==> config.mk <==
export PLATFORM = sky130hd
export DESIGN_NAME = sipo_receiver
export DESIGN_NICKNAME = d
export VERILOG_FILES = /design/src/rtl/sipo_receiver.sv
export SDC_FILE = /design/constraint.sdc
export NUM_CORES = 1
export LEC_CHECK = 0
export ABC_AREA = 1
export ABC_CLOCK_PERIOD_IN_PS = 1100
export CORE_AREA = 3 3 40 42
export CTS_CLUSTER_SIZE = 30
export DETAILED_ROUTE_END_ITERATION = 10
export DIE_AREA = 0 0 43 45
export GPL_TIMING_DRIVEN = 0
export PLACE_DENSITY_LB_ADDON = 0.3
export SETUP_SLACK_MARGIN = 0.02
export SYNTH_ARGS = -nofsm -noshare
export SYNTH_HDL_FRONTEND = slang
export SYNTH_SLANG_ARGS = --single-unit
==> constraint.sdc <==
create_clock -name clk -period 1.1 [get_ports clk]
set_input_delay 0.11 -clock clk [delete_from_list [all_inputs] [get_ports clk]]
set_output_delay 0.11 -clock clk [all_outputs]
set_load 0.02 [all_outputs]
==> src/rtl/sipo_receiver.sv <==
// sipo_receiver: serial-in parallel-out receiver with a double-buffered output
// word, a valid/ack handshake and sticky overrun detection.
// Optional feature: define SIPO_PARITY_EN to append one even-parity bit to each
// frame and expose the parity_err output.
module sipo_receiver #(
  parameter int unsigned WIDTH     = 4,
  parameter int unsigned MSB_FIRST = 1
) (
  input  logic                             clk,
  input  logic                             rst,
  input  logic                             serial_in,
  input  logic                             shift_c,
  input  logic                             clear_c,
  input  logic                             data_ack,
  output logic [WIDTH-1:0]                 data_out,
  output logic                             data_valid,
  output logic [$clog2(WIDTH+2)-1:0]       bit_count,
  output logic                             overrun
`ifdef SIPO_PARITY_EN
  ,
  output logic                             parity_err
`endif
);

  localparam int unsigned CW = $clog2(WIDTH + 2);

`ifdef SIPO_PARITY_EN
  typedef enum logic [0:0] {S_DATA = 1'b0, S_PAR = 1'b1} state_t;
`else
  typedef enum logic [0:0] {S_DATA = 1'b0} state_t;
`endif

  state_t           state_q;
  state_t           state_d;
  logic [CW-1:0]    count_d;
  logic [WIDTH-1:0] sr;
  logic [WIDTH-1:0] sr_next_c;
  logic             capture_c;
  logic             complete_c;
  logic             load_c;
  logic [WIDTH-1:0] word_c;

  // Shift register contents after capturing serial_in in the chosen bit order
  always_comb begin
    if (MSB_FIRST != 0) begin
      sr_next_c = {sr[WIDTH-2:0], serial_in};
    end else begin
      sr_next_c = {serial_in, sr[WIDTH-1:1]};
    end
  end

  // State register and bit counter
  always_ff @(posedge clk) begin
    if (rst) begin
      state_q   <= S_DATA;
      bit_count <= '0;
    end else begin
      state_q   <= state_d;
      bit_count <= count_d;
    end
  end

  // Next-state logic; clear_c aborts the frame and drops a simultaneous bit
  always_comb begin
    state_d = state_q;
    count_d = bit_count;
    if (clear_c) begin
      state_d = S_DATA;
      count_d = '0;
    end else if (shift_c) begin
      case (state_q)
        S_DATA: begin
          if (bit_count == CW'(WIDTH - 1)) begin
`ifdef SIPO_PARITY_EN
            state_d = S_PAR;
            count_d = CW'(WIDTH);
`else
            state_d = S_DATA;
            count_d = '0;
`endif
          end else begin
            count_d = bit_count + CW'(1);
          end
        end
`ifdef SIPO_PARITY_EN
        S_PAR: begin
          state_d = S_DATA;
          count_d = '0;
        end
`endif
        default: begin
          state_d = S_DATA;
          count_d = '0;
        end
      endcase
    end
  end

  // Datapath strobes: data-bit capture, frame completion and word load
  always_comb begin
    capture_c  = 1'b0;
    complete_c = 1'b0;
    word_c     = sr_next_c;
    if (!clear_c && shift_c) begin
      case (state_q)
        S_DATA: begin
          capture_c = 1'b1;
`ifndef SIPO_PARITY_EN
          complete_c = (bit_count == CW'(WIDTH - 1));
`endif
        end
`ifdef SIPO_PARITY_EN
        S_PAR: begin
          complete_c = 1'b1;
          word_c     = sr;
        end
`endif
        default: begin
          capture_c = 1'b0;
        end
      endcase
    end
    load_c = complete_c && (!data_valid || data_ack);
  end

  // Shift register, output word, handshake and overrun flag
  always_ff @(posedge clk) begin
    if (rst) begin
      sr         <= '0;
      data_out   <= '0;
      data_valid <= 1'b0;
      overrun    <= 1'b0;
`ifdef SIPO_PARITY_EN
      parity_err <= 1'b0;
`endif
    end else begin
      if (capture_c) begin
        sr <= sr_next_c;
      end
      if (load_c) begin
        data_out   <= word_c;
        data_valid <= 1'b1;
`ifdef SIPO_PARITY_EN
        parity_err <= ^{word_c, serial_in};
`endif
      end else if (complete_c) begin
        overrun <= 1'b1;
      end else if (data_ack) begin
        data_valid <= 1'b0;
      end
      if (clear_c) begin
        overrun <= 1'b0;
      end
    end
  end

endmodule

After elaboration in Yosys (flattened, before gate mapping). Index checks and enable logic that the tools add are counted.

Bits in registers: 12. Logic and storage cells: 24. Bits in writable memories: 0. Bits in read-only memories: 0. Output and inout bits: 9. Latch bits: 0. Input bits: 6. Memories: 0.

$mul: 0. Magnitude comparators: 0. Bitwise logic cells: 1. Div/mod/pow operators: 0. Reduce and logical (&&, ||, !) cells: 9. $add $sub $neg: 1. Muxes and demuxes: 6. Equal/unequal tests: 2. Shift operators: 0.

Operators by type and width (count): 1-bit 2-to-1 mux (5); 2-bit AND reduction (2); 3-bit by 1-bit adder with 3-bit output, second input constant (1); 3-bit by 2-bit equality test with 1-bit output, second input constant (1); 3-bit 2-to-1 mux (1); 1-bit logical AND (2); 1-bit logical NOT (2); 2-bit by 1-bit != test with 1-bit output, second input constant (1); 2-bit nonzero test (1); 2-bit OR reduction (1); 1-bit logical OR (1); 1-bit NOT (1).

Longest topological paths before layout.
Depth in word-level cells: 6. Mapped depth: 7. Depth with buffers taken out: 7.

Least setup slack after synthesis. Ideal clock, no wire load.

Kind: flip-flop to flip-flop. Start point: register bit_count[0]. End point: register data_out[0]. Stages on the path, launching flop included: 7. Setup time: 0.110 ns. Setup slack: -0.060 ns. Period minus slack after synthesis: 1.160 ns. Path buffers: 0. Data arrival time: 1.050 ns. Cell sequence: dfxtp_1 -> ha_1 -> nand2_1 -> nor2_4 -> nand3_1 -> nand2_1 -> nor2_1.

Longest elaborated chain between the ends: 3.

RTL lines: from (decl) (RTL line 17) `output logic [$clog2(WIDTH+2)-1:0] bit_count,`; from (signal assigned) (RTL line 59) `bit_count <= count_d;`; 3-bit by 2-bit equality test with 1-bit output (RTL line 109) `complete_c = (bit_count == CW'(WIDTH - 1));`; 1-bit 2-to-1 mux (RTL line 104) `if (!clear_c && shift_c) begin`; 1-bit logical AND (RTL line 123) `load_c = complete_c && (!data_valid || data_ack);`; to (signal assigned) (RTL line 141) `data_out <= word_c;`; to (decl) (RTL line 15) `output logic [WIDTH-1:0] data_out,`.

Every way passes these cells. A chain may end at the register's enable or synchronous reset.

Worst setup path after layout.
Start point: register bit_count[0]. End point: output port bit_count[0].

No word-level cell between the ends.

==> reports/qor.log <==
INFO  cts            path_clk_slew=0.08ns
INFO  cts            cts_made_buffers=3
INFO  worst_setup_path kind_of_end_point_of_the_critical_path=output port
INFO  worst_setup_path cp.arrival=0.94ns
INFO  synthesis      synth.net_count=81
INFO  worst_setup_path critical_path.top_delay_family=flip-flops
INFO  final_layout   finalNetCount=100
INFO  global_route   first_global_vias=416
INFO  timing         max_slew_margin=85.68%
INFO  timing         period_share=95.70%
INFO  floorplanning  floorplan.die.height=45µm
INFO  synthesis      netlist_top_cells_area=sky130_fd_sc_hd__dfxtp_1 44%, sky130_fd_sc_hd__inv_1 13%, sky130_fd_sc_hd__nand2_1 10%
INFO  pwr            leakage=0.3431nW
INFO  final_layout   final_standard_cell_count_with_taps_included_and_fillers_excluded=107
INFO  worst_setup_path cp_cell_sequence=clkdlybuf4s15_1
INFO  cts            cts_max_path_buffers=2
INFO  cts            worstSkewPairLatency=0.27ns
INFO  global_route   grt_antenna_before_repair=0
INFO  placed_design  dp_hpwl=764.2µm
INFO  hold_path      hold_path_end=data_valid$_SDFFE_PP0P_
INFO  worst_setup_path cp_max_fo=4
INFO  global_route   grt_usage=12.52%
INFO  route          routed_wire_length=1.055mm
INFO  timing         setup_ws=0.04732ns
INFO  status         run_status=finished, final reports clean
INFO  synthesis      synth_seq_area_share=44.34%
INFO  placed_design  pre_cts_setup_slack=-0.2038ns
INFO  worst_setup_path critPathRequiredTime=0.99ns
INFO  hold_path      hp-class=in -> reg
INFO  hold_path      launch_instance_of_the_worst_min_delay_path=rst
INFO  final_layout   num-fill-cells=126
INFO  floorplanning  io_pins=15
INFO  synthesis      yosys_register_bits=12
INFO  worst_setup_path worst-r2r-cell-count=6
INFO  timing         timing.final.hold_violations=0
INFO  floorplanning  floorplan.rows=13
INFO  timing         tightest_slew=0.2146ns
INFO  floorplanning  floorplan.initialDensity=42.16%
INFO  synthesis      ys.warnings.count=0
INFO  placed_design  port_buffers=14
INFO  worst_setup_path r2r_end=data_out[2]$_SDFFE_PP0P_
INFO  cts            cts_num_sinks=12
INFO  floorplanning  chipWidth=43µm
INFO  route          routed_antenna_nets=0
INFO  placed_design  place.gp.congestion=0.7787
INFO  global_route   grt_overflow_total=0
INFO  worst_setup_path critPathMaxStageDelay=0.38ns
INFO  worst_setup_path worst-setup-path-type=reg -> out
INFO  cts            cts-hold-fix-buffers=0
INFO  route          drc_errors=0
INFO  hold_path      worstHoldPathCells=2
INFO  synthesis      syn-cell-area=541.8µm²
INFO  cts            cts.htree.levels=1
INFO  final_layout   layout-drive-gt1-share=27.17%
INFO  pwr            ir_worst_vdd=0.5990mV
INFO  final_layout   area_growth=40.88%
INFO  synthesis      post_synthesis_area_per_instance=7.321µm²
INFO  placed_design  placedCellCount=103
INFO  pwr            power.density=1139mW/mm²
INFO  global_route   grt_first_pass_wirelength=1.780mm
INFO  cts            post_cts.repair.setup_buffers=0
INFO  timing         final-max-slew-violation-count=0
INFO  synthesis      yosysTopAreaCell=sky130_fd_sc_hd__dfxtp_1
INFO  floorplanning  dieArea=0.001935mm²
INFO  worst_setup_path start_kind=register
INFO  synthesis      synth.top_cell.area_share=44.34%
INFO  floorplanning  fp.coreArea=0.001285mm²
INFO  worst_setup_path worst_r2r_startpoint=bit_count[0]$_SDFFE_PP0P_
INFO  route          dr_total_vias=466
INFO  final_layout   combined_area_of_the_multi_input_logic_cells=251.5µm²
INFO  timing         final_period_minus_worst_setup_slack=1.053ns
INFO  job            drv.max_cap_violation_count=0
INFO  synthesis      synthesis.instances=74
INFO  global_route   grt_max_degree=9
INFO  synthesis      post_synth_num_cell_types=17
INFO  worst_setup_path critical_path.slowest_cell=sky130_fd_sc_hd__dfxtp_4
INFO  route          dr.first_iter.drc_count=6
INFO  cts            ctsRootBufferMaster=sky130_fd_sc_hd__clkbuf_4
INFO  pwr            totalPowerFinal=0.8696mW
INFO  timing         timing.final.setup_violations=0
INFO  worst_setup_path reg2reg_setup_slack=0.06ns
INFO  route          drt-vias-per-instance=4.355
INFO  cts            cts_tree=built
INFO  timing         finClkSkew=0.005017ns
INFO  timing         achievable-frequency=950.0MHz
INFO  timing         rsz0062_at_grt=true
INFO  timing         tns=0ns
INFO  route          drt_pass_1_iters=2
INFO  final_layout   antenna_cells=0
INFO  route          post_drt_wl_per_cell=9.860µm
INFO  worst_setup_path buf_inv_on_cp=1
INFO  final_layout   seq_area=247.7µm²
## registers in the layout (all words and copies together) (netlist names)
register and cells:
overrun 1, bit_count 3, data_out 4, sr 3, data_valid 1
## cells in the mapped netlist
| library cell | instances |
|---|---|
| sky130_fd_sc_hd__nor2_1 | 5 |
| sky130_fd_sc_hd__nand2_4 | 1 |
| sky130_fd_sc_hd__nand2_2 | 1 |
| sky130_fd_sc_hd__a211oi_1 | 1 |
| sky130_fd_sc_hd__inv_2 | 1 |
| sky130_fd_sc_hd__a21oi_2 | 1 |
| sky130_fd_sc_hd__ha_1 | 1 |
| sky130_fd_sc_hd__nand3_1 | 4 |
| sky130_fd_sc_hd__inv_1 | 19 |
| sky130_fd_sc_hd__nand2_1 | 15 |
| sky130_fd_sc_hd__nand3_4 | 1 |
| sky130_fd_sc_hd__nor2_4 | 1 |
| sky130_fd_sc_hd__o21ai_0 | 3 |
| sky130_fd_sc_hd__nor2_2 | 1 |
| sky130_fd_sc_hd__a21oi_1 | 6 |
| sky130_fd_sc_hd__dfxtp_1 | 12 |
| sky130_fd_sc_hd__clkinv_2 | 1 |
## worst reg2reg max path: stages (launching register included)
cell	delay, ns
sky130_fd_sc_hd__dfxtp_4	0.38
sky130_fd_sc_hd__ha_4	0.16
sky130_fd_sc_hd__nand2_2	0.08
sky130_fd_sc_hd__nor2_4	0.13
sky130_fd_sc_hd__nand3_1	0.10
sky130_fd_sc_hd__nand2_1	0.08
sky130_fd_sc_hd__nor2_1	0.04
## cell usage in the layout, fill, tap and decap left out, types with 2 or more instances in the layout
cell type | netlist | layout
sky130_fd_sc_hd__a21oi_1 | 6 | 6
sky130_fd_sc_hd__clkbuf_2 | 0 | 2
sky130_fd_sc_hd__clkbuf_4 | 0 | 3
sky130_fd_sc_hd__clkdlybuf4s15_1 | 0 | 4
sky130_fd_sc_hd__clkdlybuf4s50_1 | 0 | 5
sky130_fd_sc_hd__dfxtp_1 | 12 | 10
sky130_fd_sc_hd__dfxtp_4 | 0 | 2
sky130_fd_sc_hd__dlygate4sd2_1 | 0 | 3
sky130_fd_sc_hd__inv_1 | 19 | 16
sky130_fd_sc_hd__inv_2 | 1 | 3
sky130_fd_sc_hd__nand2_1 | 15 | 12
sky130_fd_sc_hd__nand2_2 | 1 | 4
sky130_fd_sc_hd__nand3_1 | 4 | 4
sky130_fd_sc_hd__nor2_1 | 5 | 3
sky130_fd_sc_hd__nor2_2 | 1 | 2
sky130_fd_sc_hd__nor2_4 | 1 | 2
sky130_fd_sc_hd__o21ai_0 | 3 | 3
## layer usage
metal  track usage (%)  vias up  part of all wire, %
li1                  -      256                    -
met1             16.26      202                   48
met2             18.56        6                   47
met3             2.390        2                  3.5
met4             9.036        0                  1.1
met5                 0        -                    0
## cells by family after synthesis
family	share of synthesized area (%)
AOI/OAI and AO/OA	11.32
adders and majority gates	2.309
buffers and inverters	14.78
DFF	44.34
and+or+nand+nor	27.25
## area by class of cell
type                    instances  share of cell area, %
inverters                      21                  10.82
well taps                      15                  2.459
multi-input cells              41                  32.95
repair buffers                 14                  16.56
clock buffers                   4                  4.754
flip-flops and latches         12                  32.46
## repair_timing
action,in CTS,in global routing
pin swaps,1,8
gates resized for setup,15,16
endpoints found under the setup margin,11,10
## metrics by stage
stage,utilization [%],hold slack [ns],cell area (µm²)
3_3_place_gp,54.72,0.4409,703.2
6_report,59.40,0.4002,763.2
3_5_place_dp,54.72,0.4515,703.2
2_1_floorplan,-,0.1791,544.3
4_1_cts,58.13,0.3972,747.0
5_1_grt,59.40,0.3976,763.2
## report_power, final
group	total, mW	internal (mW)	switching (mW)	leakage [nW]
clock	0.352	0.201	0.151	0.0210
sequential	0.446	0.440	0.00563	0.0989
combinational	0.0721	0.0319	0.0401	0.223
total	0.870	0.673	0.196	0.343
## how the worst max path moves through the flow
| stage | from | slack, ns | endpoint | depth (start not counted) |
|---|---|---|---|---|
| after floorplan | bit_count[0]$_SDFFE_PP0P_ | 0.04 | data_out[0]$_SDFFE_PP0P_ | 6 |
| final | bit_count[0]$_SDFFE_PP0P_ | 0.05 | bit_count[0] | 1 |
| after global routing | bit_count[0]$_SDFFE_PP0P_ | -0.007 | data_out[2]$_SDFFE_PP0P_ | 6 |
| after CTS | bit_count[2]$_SDFFE_PP0P_ | 0.008 | bit_count[2] | 1 |
| after global placement | shift_c | -0.17 | data_out[2]$_SDFFE_PP0P_ | 6 |
| after detailed placement | shift_c | -0.20 | data_out[2]$_SDFFE_PP0P_ | 6 |
Note: power is estimated with default switching activity, not from simulation.
